--- src/rtl/fetch_ctrl.sv ---
// -----------------------------------------------------------------------------
// fetch_ctrl
//
// Dual-issue fetch controller. Owns the fetch PC and decides each cycle whether
// fetch advances by one instruction pair, stalls, or is redirected. Four
// redirect requesters are arbitrated by age (W older than E, lane 1 older than
// lane 2). If a redirect arrives while the instruction memory is still busy,
// the target is parked in a pending register until the access completes. The
// data returned by that access is on the wrong path.
//
// Ports
//   clk, rst_n          clock (rising edge) / async active-low reset
//   i_StallD            decode/hazard stall request
//   i_IMemReady         instruction memory finished the access at o_PCF
//   i_BranchTaken{1,2}E E-stage branch taken, lane 1/2
//   i_ALUResult{1,2}E   E-stage branch targets
//   i_PCSrc{1,2}W       W-stage PC write, lane 1/2
//   i_Result{1,2}W      W-stage PC write values
//   o_PCF               registered fetch PC (imem address)
//   o_PCPlus8F          o_PCF + FETCH_INC
//   o_StallF            fetch PC held this cycle
//   o_FetchValid        pair at o_PCF may enter decode this cycle
//   o_FlushD/E/M        pipeline register flushes
//   o_KillLane2E/W      squash younger lane 2 in E / W
//   o_RedirectPending   a redirect is waiting on the memory
//   o_RedirectCnt       wrapping count of accepted redirects
// -----------------------------------------------------------------------------
module fetch_ctrl #(
  parameter int                 D_WIDTH   = 32,
  parameter int                 FETCH_INC = 8,
  parameter logic [D_WIDTH-1:0] RESET_PC  = '0,
  parameter int                 CNT_W     = 16
) (
  input  logic               clk,
  input  logic               rst_n,
  input  logic               i_StallD,
  input  logic               i_IMemReady,
  input  logic               i_BranchTaken1E,
  input  logic               i_BranchTaken2E,
  input  logic [D_WIDTH-1:0] i_ALUResult1E,
  input  logic [D_WIDTH-1:0] i_ALUResult2E,
  input  logic               i_PCSrc1W,
  input  logic               i_PCSrc2W,
  input  logic [D_WIDTH-1:0] i_Result1W,
  input  logic [D_WIDTH-1:0] i_Result2W,
  output logic [D_WIDTH-1:0] o_PCF,
  output logic [D_WIDTH-1:0] o_PCPlus8F,
  output logic               o_StallF,
  output logic               o_FetchValid,
  output logic               o_FlushD,
  output logic               o_FlushE,
  output logic               o_FlushM,
  output logic               o_KillLane2E,
  output logic               o_KillLane2W,
  output logic               o_RedirectPending,
  output logic [CNT_W-1:0]   o_RedirectCnt
);

  localparam int NUM_REQ = 4;

  typedef enum logic {RUN = 1'b0, PEND = 1'b1} state_t;

  state_t                          state_q, state_d;
  logic [D_WIDTH-1:0]              pc_q, pc_d;
  logic [D_WIDTH-1:0]              pend_q, pend_d;
  logic [CNT_W-1:0]                cnt_q;
  logic [NUM_REQ-1:0]              req;
  logic [NUM_REQ-1:0][D_WIDTH-1:0] req_tgt;
  logic                            redir;
  logic                            w_req;
  logic [D_WIDTH-1:0]              tgt;
  logic [D_WIDTH-1:0]              pc_inc;

  // Index 0 is the oldest requester; lower index wins.
  assign req     = {i_BranchTaken2E, i_BranchTaken1E, i_PCSrc2W, i_PCSrc1W};
  assign req_tgt = {i_ALUResult2E, i_ALUResult1E, i_Result2W, i_Result1W};

  // Scan youngest to oldest so the oldest active request is written last.
  always_comb begin
    tgt = '0;
    for (int i = NUM_REQ - 1; i >= 0; i--)
      if (req[i]) tgt = req_tgt[i];
  end

  assign redir  = |req;
  assign w_req  = req[0] | req[1];
  assign pc_inc = pc_q + D_WIDTH'(FETCH_INC);

  // Flush/kill go out with the request; requesters hold their requests.
  assign o_FlushD     = redir;
  assign o_FlushE     = redir;
  assign o_FlushM     = w_req;
  assign o_KillLane2W = i_PCSrc1W;
  assign o_KillLane2E = i_BranchTaken1E & ~w_req;

  // State register
  always_ff @(posedge clk or negedge rst_n) begin
    if (!rst_n) state_q <= RUN;
    else        state_q <= state_d;
  end

  // Next state
  always_comb begin
    state_d = state_q;
    case (state_q)
      RUN:     if (redir && !i_IMemReady) state_d = PEND;
      PEND:    if (i_IMemReady)           state_d = RUN;
      default: state_d = RUN;
    endcase
  end

  // Outputs
  always_comb begin
    o_StallF     = 1'b1;
    o_FetchValid = 1'b0;
    case (state_q)
      RUN: begin
        if (redir) begin
          // redirect overrides a decode stall
          o_StallF = ~i_IMemReady;
        end else begin
          o_StallF     = i_StallD | ~i_IMemReady;
          o_FetchValid = i_IMemReady;
        end
      end
      // the access completing in PEND returns a wrong-path pair
      PEND:    o_StallF = ~i_IMemReady;
      default: o_StallF = 1'b1;
    endcase
  end

  // PC / pending-target datapath
  always_comb begin
    pc_d   = pc_q;
    pend_d = pend_q;
    case (state_q)
      RUN: begin
        if (redir) begin
          if (i_IMemReady) pc_d   = tgt;
          else             pend_d = tgt;
        end else if (!o_StallF) begin
          pc_d = pc_inc;
        end
      end
      PEND: begin
        // a new redirect comes from an older, unflushed instruction: it wins
        if (redir)       pend_d = tgt;
        if (i_IMemReady) pc_d   = redir ? tgt : pend_q;
      end
      default: pc_d = pc_q;
    endcase
  end

  always_ff @(posedge clk or negedge rst_n) begin
    if (!rst_n) begin
      pc_q   <= RESET_PC;
      pend_q <= '0;
      cnt_q  <= '0;
    end else begin
      pc_q   <= pc_d;
      pend_q <= pend_d;
      if (redir) cnt_q <= cnt_q + CNT_W'(1);
    end
  end

  assign o_PCF             = pc_q;
  assign o_PCPlus8F        = pc_inc;
  assign o_RedirectPending = (state_q == PEND);
  assign o_RedirectCnt     = cnt_q;

endmodule

--- config.mk ---
export PLATFORM = sky130hd
export DESIGN_NAME = fetch_ctrl
export DESIGN_NICKNAME = d
export VERILOG_FILES = /design/src/rtl/fetch_ctrl.sv
export SDC_FILE = /design/constraint.sdc
export NUM_CORES = 1
export LEC_CHECK = 0
export CORE_MARGIN = 3
export CORE_UTILIZATION = 25
export CTS_CLUSTER_DIAMETER = 80
export DETAILED_ROUTE_END_ITERATION = 16
export GPL_TIMING_DRIVEN = 0
export PLACE_DENSITY = 0.58
export SKIP_LAST_GASP = 1
export SYNTH_ARGS = -nofsm -noshare
export SYNTH_HDL_FRONTEND = slang
export SYNTH_SLANG_ARGS = --single-unit
--- constraint.sdc ---
create_clock -name clk -period 2.8 [get_ports clk]
set_clock_uncertainty 0.05 [all_clocks]
set_input_delay 0.42 -clock clk [delete_from_list [all_inputs] [get_ports clk]]
set_output_delay 0.42 -clock clk [all_outputs]
set_load 0.01 [all_outputs]
==> flow_summary.toml <==
[logic_synthesis]
ys_ff_latch = 81
avgSynthCellArea_um2 = 8.81
synth_seq_area_share = 0.395
yosys_most_used_dff = "dfrtp_1"
synthesis.nets = 720
postSynth.asyncResetShare = 1.00
yosys_warnings = 0
synthesis.instances = 582
synth_edf_count = 0
netlist_area_um2 = 5130
ys_types = 64

[routing]
wl_per_cell_um = 19.3
ant_nets = 0
drtIter0Drc = 369
via_count = 5601
via_per_inst = 5.06
drt-total-wl_mm = 21.3
firstDrtPassIters = 5
drc = 0

[floorplan]
die_w_um = 149
die_h_um = 149
start_util = 0.259
core_area_um2 = 19800
ios = 224
die-area_um2 = 22300
row_count = 51

[clock_tree]
h-tree-depth = 3
cts_tree = "yes"
cts_buffers = 9
cts.sinks = 81
clock_latency_ps = 340
clkTransAtPathRegs_ps = 60
cts-root-buf = "clkbuf_16"
clk_path_buf_depth = 2

[setup_path]
crit_arrival_ps = 2460
r2r.worst_path.cells = 7
critPathCaptureType = "output pin"
crit_type = "reg -> out"
crit_fanout = 6
cp-start-kind = "register"
crit_required_ps = 2330

[outcome]
status = "finished with violations"
violations = "negative setup slack"

[global_route]
overflow = 0
antenna_found_initial = 0
grt_pass1_vias = 5502
grtUsageTotal = 0.185
grt_pass1_wl_mm = 32.1
grt_max_degree = 60

[cells_and_area]
nets = 975
stdcell_count = 1107
antenna_cells = 0
drive_above_1_share = 0.121
layout-area-overhead-vs-synth_pct = 63.5
final_area_um2 = 8380

[power]
ir_drop_uv = 276
cellPowerDensity_nw_per_um2 = 505
power_mw = 4.23
p_leak_nw = 3.35

[placed_design]
portBuffers = 222
gp_congestion = 0.854
dp_cells = 1070
placed_area_um2 = 7710
dp_hpwl_mm = 16.9
place_ws_ps = -1200

[sta]
drv_slew = 0
rsz0062_at_grt = "yes"
setup_viol = 2
tightest_slew_ps = 762
min_period_ps = 2930
slew_headroom = 0.490
setup-tns-final_ps = -250
fmax_mhz = 341
fin_crit_sh = 1.05
fin_ws_ps = -135
finalHoldViolCount = 0

[worst_hold_path]
holdPathStages = 1
worstHoldPathType = "reg -> reg"

[job]
drv_cap = 0
final cells by class:
type	count	area [um2]
Timing Repair Buffer	248	2410
Clock buffer	11	243
Clock inverter	5	78.8
Fill cell	2001	11400
Buffer	44	214
Sequential cell	81	2030
Inverter	12	52.6
Multi-Input combinational cell	441	3020
Tap cell	265	332
cell usage after synthesis, types with 3 or more instances:
cell type,number,share of area
o22a_1,4,0.0068
o21ai_0,35,0.034
dfrtp_1,81,0.40
and3_1,5,0.0061
a32o_1,3,0.0059
a21oi_1,30,0.029
mux2_2,3,0.0066
nor4_2,3,0.0073
nand2b_1,5,0.0061
nor4_1,5,0.0061
and2_1,4,0.0049
o31ai_1,6,0.0088
nand3_1,14,0.014
o2bb2ai_1,8,0.014
nor2b_1,14,0.017
buf_4,6,0.0088
a221o_1,8,0.016
mux2i_1,4,0.0078
xnor2_1,26,0.044
inv_1,8,0.0059
nand2_1,68,0.050
nor3_1,16,0.016
a22o_1,13,0.022
o211ai_1,8,0.012
nor3b_1,3,0.0044
o221ai_1,7,0.012
nand3b_1,4,0.0059
o22ai_1,13,0.016
xor2_1,15,0.026
a221oi_1,26,0.044
clkbuf_1,31,0.023
or3_1,4,0.0049
a31oi_1,7,0.0085
clkinv_1,3,0.0022
buf_2,8,0.0078
nor2_1,39,0.029
and4_1,6,0.010
nand4_1,7,0.0085
path summary, 6_finish.rpt:
kind / from / end / slack, ps
setup / recovery: o_PCF[3]$_DFFE_PN0P_ / o_PCPlus8F[29] / -130
hold / removal: o_RedirectCnt[15]$_DFFE_PN0N_ / o_RedirectCnt[15]$_DFFE_PN0N_ / 420
setup reg to reg: o_PCF[6]$_DFFE_PN0P_ / o_PCF[28]$_DFFE_PN0P_ / 420
hold reg to reg: o_RedirectCnt[15]$_DFFE_PN0N_ / o_RedirectCnt[15]$_DFFE_PN0N_ / 420
max in group asynchronous: rst_n / pend_q[28]$_DFFE_PN0P_ / 1600
min in group asynchronous: rst_n / o_RedirectCnt[10]$_DFFE_PN0N_ / 480
layer usage:
metal  track usage  vias up  part of all wire
met5             0        -                 0
met4        0.0435        0             0.014
met3        0.0383       21             0.068
met1         0.248     2669              0.44
met2         0.308      212              0.47
li1              -     2699                 -
power breakdown:
group          switching (mW)  internal, mW  leakage [nW]  total, mW
Clock                   0.484         0.805         0.159       1.29
Sequential              0.212          1.35         0.975       1.56
Combinational           0.637         0.747          2.21       1.38
through the flow:
stage | utilization | hold slack (ps)
2_1_floorplan | - | 74.4
4_1_cts | 0.416 | 420
3_3_place_gp | 0.388 | 406
3_5_place_dp | 0.390 | 303
5_1_grt | 0.424 | 430
6_report | 0.424 | 420
cell families after synthesis:
logic type | count (synthesis) | share of synthesized area
fa+ha+maj | 2 | 0.00488
buf+inv | 60 | 0.0505
simple gates | 204 | 0.203
flops | 81 | 0.395
compound gates | 186 | 0.259
mux | 8 | 0.0166
xor+xnor | 41 | 0.0700
cell usage in the layout, fill, tap and decap left out, drive strengths merged, types with 9 or more instances in the layout:
cell           netlist  layout
clkdlybuf4s50        0     200
nand3               14      14
o22ai               13      13
xnor2               26      26
nor2                41      41
a221oi              26      26
dfrtp               81      81
xor2                15      15
nor3                16      16
o21ai               35      35
nand2               68      68
inv                  9      10
buf                 16      45
a22o                13      13
a21oi               30      30
o211ai               9       9
clkbuf              32      43
nor2b               14      14
sequential cells by signal, summed over array words and instances (netlist names):
| register | count |
|---|---|
| o_PCF | 32 |
| pend_q | 32 |
| o_RedirectCnt | 16 |
| o_RedirectPending | 1 |
critical path: stages (launching register included):
cell	delay, ps
dfrtp_2	440
ha_2	240
nand2_2	140
nor4_4	330
nor3b_4	250
xnor2_1	160
clkdlybuf4s50_1	560
repair_timing:
action,CTS,global route
cloned,0,1
hold buffers,1,0
pin swaps,5,9
endpoints found under the hold margin,22,0
endpoints found under the setup margin,58,20
setup buffers,10,13
resized for setup,67,29
(Power assumes the default switching activity.)
